--- config.mk ---
export PLATFORM = sky130hd
export DESIGN_NAME = wb_regfile
export DESIGN_NICKNAME = d
export VERILOG_FILES = /design/src/rtl/cpu_pkg.sv /design/src/rtl/wb_select.sv /design/src/rtl/wb_regfile.sv
export SDC_FILE = /design/constraint.sdc
export NUM_CORES = 1
export LEC_CHECK = 0
export CORE_MARGIN = 1.5
export CORE_UTILIZATION = 50
export CTS_CLUSTER_SIZE = 20
export DETAILED_ROUTE_END_ITERATION = 7
export MAX_ROUTING_LAYER = met4
export PLACE_DENSITY_LB_ADDON = 0.25
export SLEW_MARGIN = 20
export SYNTH_ARGS = -nofsm -noshare
export SYNTH_HDL_FRONTEND = slang
export SYNTH_SLANG_ARGS = --single-unit
export TNS_END_PERCENT = 30
--- constraint.sdc ---
create_clock -name clk -period 5.1 [get_ports clk]
set_clock_uncertainty 0.1 [all_clocks]
set_input_delay 0.765 -clock clk [delete_from_list [all_inputs] [get_ports clk]]
set_output_delay 0.765 -clock clk [all_outputs]
set_load 0.02 [all_outputs]
--- src/rtl/cpu_pkg.sv ---
// Core-wide constants shared by the pipeline registers, hazard unit and writeback.
// Register-file geometry, special register indices and the stack pointer reset value.
package cpu_pkg;

    localparam int          REG_ADDR_W   = 4;
    localparam int          DATA_W       = 32;
    localparam int          NUM_REGS_DEF = 16;
    localparam int          LINK_REG_IDX = 15;
    localparam int          SP_REG_IDX   = 14;
    localparam logic [31:0] SP_INIT_VAL  = 32'h0000_FFFC;

endpackage

--- src/rtl/wb_select.sv ---
// Writeback resolution: picks the commit value/destination, forces link-register writes on calls.
// Purely combinational (0 cycles); no flow control, the result is consumed every cycle.
module wb_select
    import cpu_pkg::*;
#(
    parameter int LINK_REG = LINK_REG_IDX
) (
    input  logic                  call_i,
    input  logic                  reg_wr_i,
    input  logic                  wb_sel_i,
    input  logic [REG_ADDR_W-1:0] reg_dst_i,
    input  logic [DATA_W-1:0]     mem_out_i,
    input  logic [DATA_W-1:0]     alu_out_i,
    input  logic [DATA_W-1:0]     pc_plus4_i,
    output logic                  wb_en_o,
    output logic [REG_ADDR_W-1:0] wb_dst_o,
    output logic [DATA_W-1:0]     wb_data_o
);

    logic                  en_raw;
    logic [REG_ADDR_W-1:0] dst;
    logic [DATA_W-1:0]     data;

    always_comb begin
        en_raw = reg_wr_i;
        dst    = reg_dst_i;
        data   = wb_sel_i ? mem_out_i : alu_out_i;
        // A call overrides whatever the instruction encoded for its destination.
        if (call_i) begin
            en_raw = 1'b1;
            dst    = REG_ADDR_W'(LINK_REG);
            data   = pc_plus4_i;
        end
    end

    assign wb_en_o   = en_raw && (dst != '0);
    assign wb_dst_o  = dst;
    assign wb_data_o = data;

endmodule

--- src/rtl/wb_regfile.sv ---
// Writeback stage plus 2-read/1-write register file; r0 hardwired to zero, SP resets to SP_INIT.
// Reads are combinational with same-cycle write-through; writes commit on the next edge; no backpressure.
module wb_regfile
    import cpu_pkg::*;
#(
    parameter int          NUM_REGS = NUM_REGS_DEF,
    parameter int          LINK_REG = LINK_REG_IDX,
    parameter int          SP_REG   = SP_REG_IDX,
    parameter logic [31:0] SP_INIT  = SP_INIT_VAL
) (
    input  logic                  clk,
    input  logic                  rst_n,
    input  logic [DATA_W-1:0]     mem_out,
    input  logic [DATA_W-1:0]     alu_out,
    input  logic [DATA_W-1:0]     pc_plus4,
    input  logic [REG_ADDR_W-1:0] reg_dst,
    input  logic                  reg_wr,
    input  logic                  wb_sel,
    input  logic                  call,
    input  logic [REG_ADDR_W-1:0] rd_addr_a,
    input  logic [REG_ADDR_W-1:0] rd_addr_b,
    output logic [DATA_W-1:0]     rd_data_a,
    output logic [DATA_W-1:0]     rd_data_b,
    output logic                  wb_en,
    output logic [REG_ADDR_W-1:0] wb_dst,
    output logic [DATA_W-1:0]     wb_data
);

    // Index 0 has no storage; reads of it are forced to zero below.
    logic [DATA_W-1:0] regs_q [1:NUM_REGS-1];

    wb_select #(
        .LINK_REG (LINK_REG)
    ) u_wb_select (
        .call_i     (call),
        .reg_wr_i   (reg_wr),
        .wb_sel_i   (wb_sel),
        .reg_dst_i  (reg_dst),
        .mem_out_i  (mem_out),
        .alu_out_i  (alu_out),
        .pc_plus4_i (pc_plus4),
        .wb_en_o    (wb_en),
        .wb_dst_o   (wb_dst),
        .wb_data_o  (wb_data)
    );

    always_ff @(posedge clk or negedge rst_n) begin
        if (!rst_n) begin
            for (int i = 1; i < NUM_REGS; i++) begin
                regs_q[i] <= (i == SP_REG) ? SP_INIT : '0;
            end
        end else if (wb_en) begin
            regs_q[wb_dst] <= wb_data;
        end
    end

    // Bypass is suppressed while in reset so the read ports show the reset contents.
    always_comb begin
        rd_data_a = '0;
        if (rd_addr_a != '0) begin
            rd_data_a = regs_q[rd_addr_a];
        end
        if (rst_n && wb_en && (rd_addr_a == wb_dst)) begin
            rd_data_a = wb_data;
        end
    end

    always_comb begin
        rd_data_b = '0;
        if (rd_addr_b != '0) begin
            rd_data_b = regs_q[rd_addr_b];
        end
        if (rst_n && wb_en && (rd_addr_b == wb_dst)) begin
            rd_data_b = wb_data;
        end
    end

endmodule

==> impl_metrics.csv, run 1 <==
group,metric,value,unit
power_and_ir_drop,powerDensity,373,nW/µm²
floorplan,core_area,51400,µm²
synthesis,yosys_warnings,0,
clock_tree,insertion_delay,0.58,ns
synthesis,synth_edf_count,0,
critical_path,endpoint,"rd_data_a[11]",
placement,port_buffers,213,
timing,worst_pin_slew,1.17,ns
floorplan,die_w,231,µm
timing,fin_crit,4.76,ns
critical_path,critical_path_class,"in -> out",
critical_path,crit_slowest_cell,"clkdlybuf4s50_1",
floorplan,fp-row-count,83,
critical_path,reg2reg_to,"regs_q[35]$_DFFE_PN1P_",
placement,place_hpwl,52.3,mm
drt,via_count,21647,
critical_path,crit_chain,"clkdlybuf4s50_1, or3_1, a211oi_1, o221ai_4, o41ai_4, buf_6, buf_4, buf_4, o22ai_1, clkdlybuf4s50_1",
drt,dr.max_layer_used,"met4",
timing,rsz0062_at_grt,"false",
power_and_ir_drop,p_leak,12.9,nW
critical_path,start_kind,"input port",
synthesis,yosys.area_share.simple,11.1,%
timing,finalHoldViolations,0,
drt,met2_wirelength,38.8,mm
clock_tree,cts_tree,"done",
critical_path,cpPeakStageDelay,0.61,ns
placement,place_congestion,0.876,
grt,antenna_found_initial,0,
grt,grt_pass1_wl,131,mm
synthesis,synth.top_cells.by_count,"490 x nand2_1, 466 x dfrtp_1, 411 x o21ai_0",
critical_path,worst_ep_required_time,4.24,ns
synthesis,yosysTopAreaCell,"dfrtp_1",
critical_path,timing.critical_path.from,"reg_dst[1]",
grt,grt_start_max_net_pins,147,
synthesis,synth.top_cell.area_share,44.8,%
clock_tree,clock_sinks,480,
critical_path,rrSetupSlack,4.22,ns
drt,ant_nets,0,
synthesis,mappedNetlistArea,26000,µm²
layout,area_growth,16.9,%
synthesis,async_reset_ff_share,100,%
timing,hold_slack,0.366,ns
drt,first_pass_iters,7,
timing,period_share,93.3,%
synthesis,ys_types,40,
worst_hold_path,worst_hold_path_type,"reg -> reg",
timing,maxSlewHeadroom,21.8,%
synthesis,ys_seq_area_share,46.2,%
layout,regMostFlops,"regs_q",
layout,drive_above_1_share,18.7,%
synthesis,yosysMostFrequentCell,"nand2_1",
synthesis,yosys_most_used_dff,"dfrtp_1",
critical_path,crit_buf_inv,5,
synthesis,synth_nets,2587,
critical_path,arrival,3.89,ns
timing,setup_viol,0,
synthesis,synth_fa_ha_area_share,0,%
floorplan,num_io_pins,214,
critical_path,path_max_fanout,16,
timing,report.final.slew_viol_count,0,
drt,routed_wl,85.5,mm
critical_path,cp_top_family,"buffers and inverters",
clock_tree,ctsResizeCount,0,
clock_tree,path_clk_slew,0.06,ns
layout,stdcell_count,3305,
power_and_ir_drop,ir_worst_vdd,202,µV
clock_tree,htreeDepth,2,
synthesis,synth.area.mux_share,20.6,%
synthesis,synth_top_family_by_area,"multiplexers",
layout,largest_reg_flops,480,
drt,wl_met1,34.3,mm
drt,drc,0,
layout,antenna_cells,0,
layout,largest_registers,"regs_q (480)",
critical_path,reg2reg_from,"regs_q[35]$_DFFE_PN1P_",
drt,wl_per_cell,25.9,µm
floorplan,initial_core_util,50.6,%
timing,fin_tns_setup,0,ns
drt,via_per_inst,6.55,
critical_path,reg2regPathDepth,2,
clock_tree,cts-root-buf,"clkbuf_16",
layout,nFillCells,4116,
clock_tree,clk_path_buf_depth,3,
layout,fin_nets,2701,
floorplan,die_h,231,µm
floorplan,die_area,53400,µm²
placement,dp_cells,3214,
synthesis,synth_area_per_cell,10.5,µm²
timing,max_freq,210,MHz
grt,grt_usage,33.4,%
synthesis,synth_area_leaders,"dfrtp_1 45%, mux4_2 17%, o21ai_0 7.9%",
flow_run,max_cap_viol_count,0,
synthesis,synth_compound_area_share,16.6,%
grt,first_global_vias,21437,
grt,grt_overflow,0,
clock_tree,numCtsBuffers,50,
synthesis,synth_xor_area_share,0.135,%
critical_path,endpoint_kind,"primary output",
drt,drtIter0Drc,2565,
critical_path,cp_num_cells,10,
synthesis,synth_cells,2474,
drt,met3_length,8.92,mm
synthesis,ys_ff_latch,480,
outcome,status,"completed",
[per-layer routing]
layer  vias up  global-route usage (%)
met5         -                       -
met4         0                    13.5
met3       235                    6.89
met2      1249                    49.9
met1     10863                    44.7
li1       9300                       -
[report_power, final]
group          switching (mW)  internal [mW]
logic                    1.38           1.32
registers               0.519           4.51
clock network            1.54           2.08
total                    3.44           7.91
[worst register-to-register path, cell delays in order (launching register included)]
cell,delay [ns]
dfstp_2,0.54
nand2_1,0.05
o21ai_1,0.11
[cell type report]
type                            instances  area [µm²]  area share (%)
Clock inverter                          7        63.8           0.210
Clock buffer                           82        1520            5.01
Multi-Input combinational cell       1700       12700            41.9
Inverter                               36         135           0.444
Tap cell                              680         851            2.80
Timing Repair Buffer                  320        3070            10.1
Sequential cell                       480       12000            39.5
[worst min path at each step]
stage	cells after the start	endpoint	slack, ns	startpoint
finish	2	regs_q[38]$_DFFE_PN1P_	0.37	regs_q[38]$_DFFE_PN1P_
global route	2	regs_q[38]$_DFFE_PN1P_	0.39	regs_q[38]$_DFFE_PN1P_
CTS	2	regs_q[38]$_DFFE_PN1P_	0.37	regs_q[38]$_DFFE_PN1P_
detailed placement	2	regs_q[38]$_DFFE_PN1P_	0.36	regs_q[38]$_DFFE_PN1P_
global placement	2	regs_q[35]$_DFFE_PN1P_	0.36	regs_q[35]$_DFFE_PN1P_
floorplan	2	regs_q[35]$_DFFE_PN1P_	0.35	regs_q[35]$_DFFE_PN1P_
[metrics by stage]
stage                     power, mW  util (%)  setup WS (ns)  instance area, µm²
after floorplan                6.67         -           1.92               26000
after global placement         7.60      55.9          0.517               28800
after detailed placement       7.74      56.0          0.409               28800
after CTS                      11.3      59.1          0.380               30400
after global routing           11.8      59.2          0.249               30400
final                          11.3      59.2          0.341               30400
[cells in the final DEF, fill, tap and decap left out, drive strengths merged]
cell | synthesis | layout
nand4b | 1 | 1
clkdlybuf4s50 | 0 | 202
inv | 36 | 37
or3 | 6 | 6
xor2 | 4 | 4
mux2i | 33 | 33
nand2 | 490 | 490
o22ai | 64 | 64
o221a | 1 | 1
mux4 | 192 | 192
a31oi | 1 | 1
nor2 | 37 | 37
a221oi | 127 | 127
bufinv | 0 | 1
nor2b | 67 | 67
or2 | 4 | 4
nor3 | 67 | 67
buf | 105 | 115
nand3 | 2 | 2
o221ai | 2 | 2
nand2b | 1 | 1
o41ai | 2 | 2
mux2 | 63 | 63
dlygate4sd3 | 0 | 1
clkbuf | 153 | 84
nor3b | 1 | 1
dfstp | 14 | 14
a211oi | 4 | 4
a21oi | 38 | 38
o21ai | 485 | 485
a211o | 1 | 1
dfrtp | 466 | 466
and3 | 1 | 1
and2 | 3 | 3
clkinv | 0 | 5
nand3b | 3 | 3
[cell families after synthesis]
| kind of cell | after synthesis |
|---|---|
| xor gates and xnor gates | 4 |
| DFF | 480 |
| AOI/OAI and AO/OA | 725 |
| muxes | 288 |
| and+or+nand+nor | 683 |
| buffers and inverters | 294 |
[repair_timing]
item                      in CTS  in global routing
setup buffers                  0                  0
hold endpoints to repair      37                  0
hold buffers                   1                  0
Power figures use the tool's default switching activity.
==> run 2, diff against run 1 <==
==> constraint.sdc (replaced) <==
create_clock -name clk -period 5.45 [get_ports clk]
set_clock_uncertainty 0.1 [all_clocks]
set_input_delay 0.8175 -clock clk [delete_from_list [all_inputs] [get_ports clk]]
set_output_delay 0.8175 -clock clk [all_outputs]
set_load 0.02 [all_outputs]
==> impl_metrics.csv, run 2 (synthesized netlist as in run 1, its figures left out) <==
group,metric,value,unit
layout,mostFrequentLayoutCells,"483 x nand2_1, 466 x dfrtp_1, 411 x o21ai_0",
floorplan,core_area,51400,µm²
grt,grt_overflow,0,
critical_path,worst_ep_required_time,4.53,ns
clock_tree,cts-root-buf,"clkbuf_16",
layout,nFillCells,4193,
clock_tree,htreeDepth,2,
layout,fin_nets,2693,
power_and_ir_drop,total_power,10.6,mW
clock_tree,postCtsSetupBuffers,0,
power_and_ir_drop,p_leak,12.8,nW
clock_tree,clock_sinks,480,
timing,report.final.slew_viol_count,0,
floorplan,num_io_pins,214,
drt,wl_per_cell,25.8,µm
power_and_ir_drop,ir_worst_vdd,218,µV
outcome,status,"completed",
drt,wl_met1,34.4,mm
floorplan,die_h,231,µm
critical_path,endpoint_kind,"primary output",
power_and_ir_drop,p_clk_share,31.6,%
layout,final_common_cell,"nand2_1",
timing,rsz0062_at_grt,"false",
drt,dr.max_layer_used,"met4",
power_and_ir_drop,p_int,7.34,mW
timing,finalHoldViolations,0,
layout,largest_registers,"regs_q (480)",
layout,design_area,30300,µm²
timing,max_freq,207,MHz
grt,grt_usage,33.0,%
clock_tree,ctsResizeCount,0,
timing,maxSlewHeadroom,33.0,%
drt,routed_wl,85.2,mm
flow_run,max_cap_viol_count,0,
placement,pre_cts_slack,0.678,ns
clock_tree,insertion_delay,0.61,ns
placement,dpl_cell_area,28800,µm²
grt,grt_start_max_net_pins,167,
critical_path,critical_path_class,"in -> out",
floorplan,initial_core_util,50.6,%
critical_path,start_kind,"input port",
power_and_ir_drop,p_switching,3.23,mW
placement,port_buffers,213,
floorplan,die_w,231,µm
timing,fin_crit,4.82,ns
layout,drive_above_1_share,18.4,%
power_and_ir_drop,p_sw_share,30.6,%
drt,met3_length,8.50,mm
layout,regMostFlops,"regs_q",
placement,place_hpwl,52.9,mm
layout,largest_reg_flops,480,
worst_hold_path,worst_hold_path_type,"in -> async",
clock_tree,path_clk_slew,0.06,ns
floorplan,die_area,53400,µm²
critical_path,rrSetupSlack,4.57,ns
clock_tree,cts-hold-fix-buffers,0,
grt,antenna_found_initial,2,
layout,area_growth,16.6,%
grt,grt_pass1_wl,129,mm
timing,fin_tns_setup,0,ns
floorplan,fp-row-count,83,
drt,drtIter0Drc,2454,
power_and_ir_drop,pwr-share-seq,44.8,%
grt,first_global_vias,21144,
clock_tree,clk_path_buf_depth,3,
drt,first_pass_iters,5,
drt,via_count,21528,
clock_tree,cts_tree,"done",
timing,fin_ws,0.628,ns
drt,met2_wirelength,38.7,mm
power_and_ir_drop,pwr-share-comb,23.6,%
critical_path,path_max_fanout,16,
drt,drc,0,
drt,ant_nets,0,
timing,period_share,88.5,%
clock_tree,numCtsBuffers,49,
drt,via_per_inst,6.52,
timing,worst_pin_slew,1.00,ns
power_and_ir_drop,powerDensity,348,nW/µm²
placement,place_congestion,0.883,
critical_path,arrival,3.90,ns
timing,setup_viol,0,
[run 2: worst max-delay path, stage by stage]
cell and delay, ns:
clkdlybuf4s50_1 0.61, or3_1 0.43, a211oi_1 0.35, o221ai_4 0.18, o41ai_4 0.18, buf_4 0.35, buf_4 0.25, o22ai_1 0.12
clkdlybuf4s50_1 0.59
[run 2: final timing paths]
kind	start	to	depth (start not counted)
max reg2reg	regs_q[197]$_DFFE_PN0P_	regs_q[197]$_DFFE_PN0P_	2
max in group asynchronous	rst_n	regs_q[65]$_DFFE_PN0P_	3
min reg2reg	regs_q[35]$_DFFE_PN1P_	regs_q[35]$_DFFE_PN1P_	2
min in group clk	regs_q[35]$_DFFE_PN1P_	regs_q[35]$_DFFE_PN1P_	2
min	rst_n	regs_q[236]$_DFFE_PN0P_	1
max	reg_dst[1]	rd_data_a[12]	9
[run 2: metrics by stage]
step,util [%],hold slack (ns),std cells
2_1_floorplan,-,0.349,2474
3_3_place_gp,56.0,0.355,3207
3_5_place_dp,56.0,0.363,3209
4_1_cts,59.0,0.0530,3300
5_1_grt,59.0,0.0676,3302
6_report,59.0,0.0428,3302
[run 2: metal layers]
metal	vias up	global-route usage, %
met5	-	-
met4	0	13.8
met3	248	7.92
met2	1231	48.7
met1	10775	43.9
li1	9274	-
[run 2: cell type report]
type | instances | area, µm² | share of cell area (%)
Multi-Input combinational cell | 1700 | 12700 | 42.0
Sequential cell | 480 | 12000 | 39.7
Timing Repair Buffer | 313 | 3030 | 10.0
Clock buffer | 80 | 1440 | 4.73
Tap cell | 680 | 851 | 2.80
Inverter | 36 | 135 | 0.445
Clock inverter | 11 | 115 | 0.379
Antenna cell | 2 | 5.00 | 0.0165
[run 2: power groups by stage]
stage	combinational, mW	sequential (mW)	clock, mW
floorplan	1.65	4.59	0
global placement	2.40	4.70	0
detailed placement	2.47	4.76	0
CTS	2.48	4.70	3.37
global route	2.70	4.80	3.51
finish	2.49	4.73	3.34
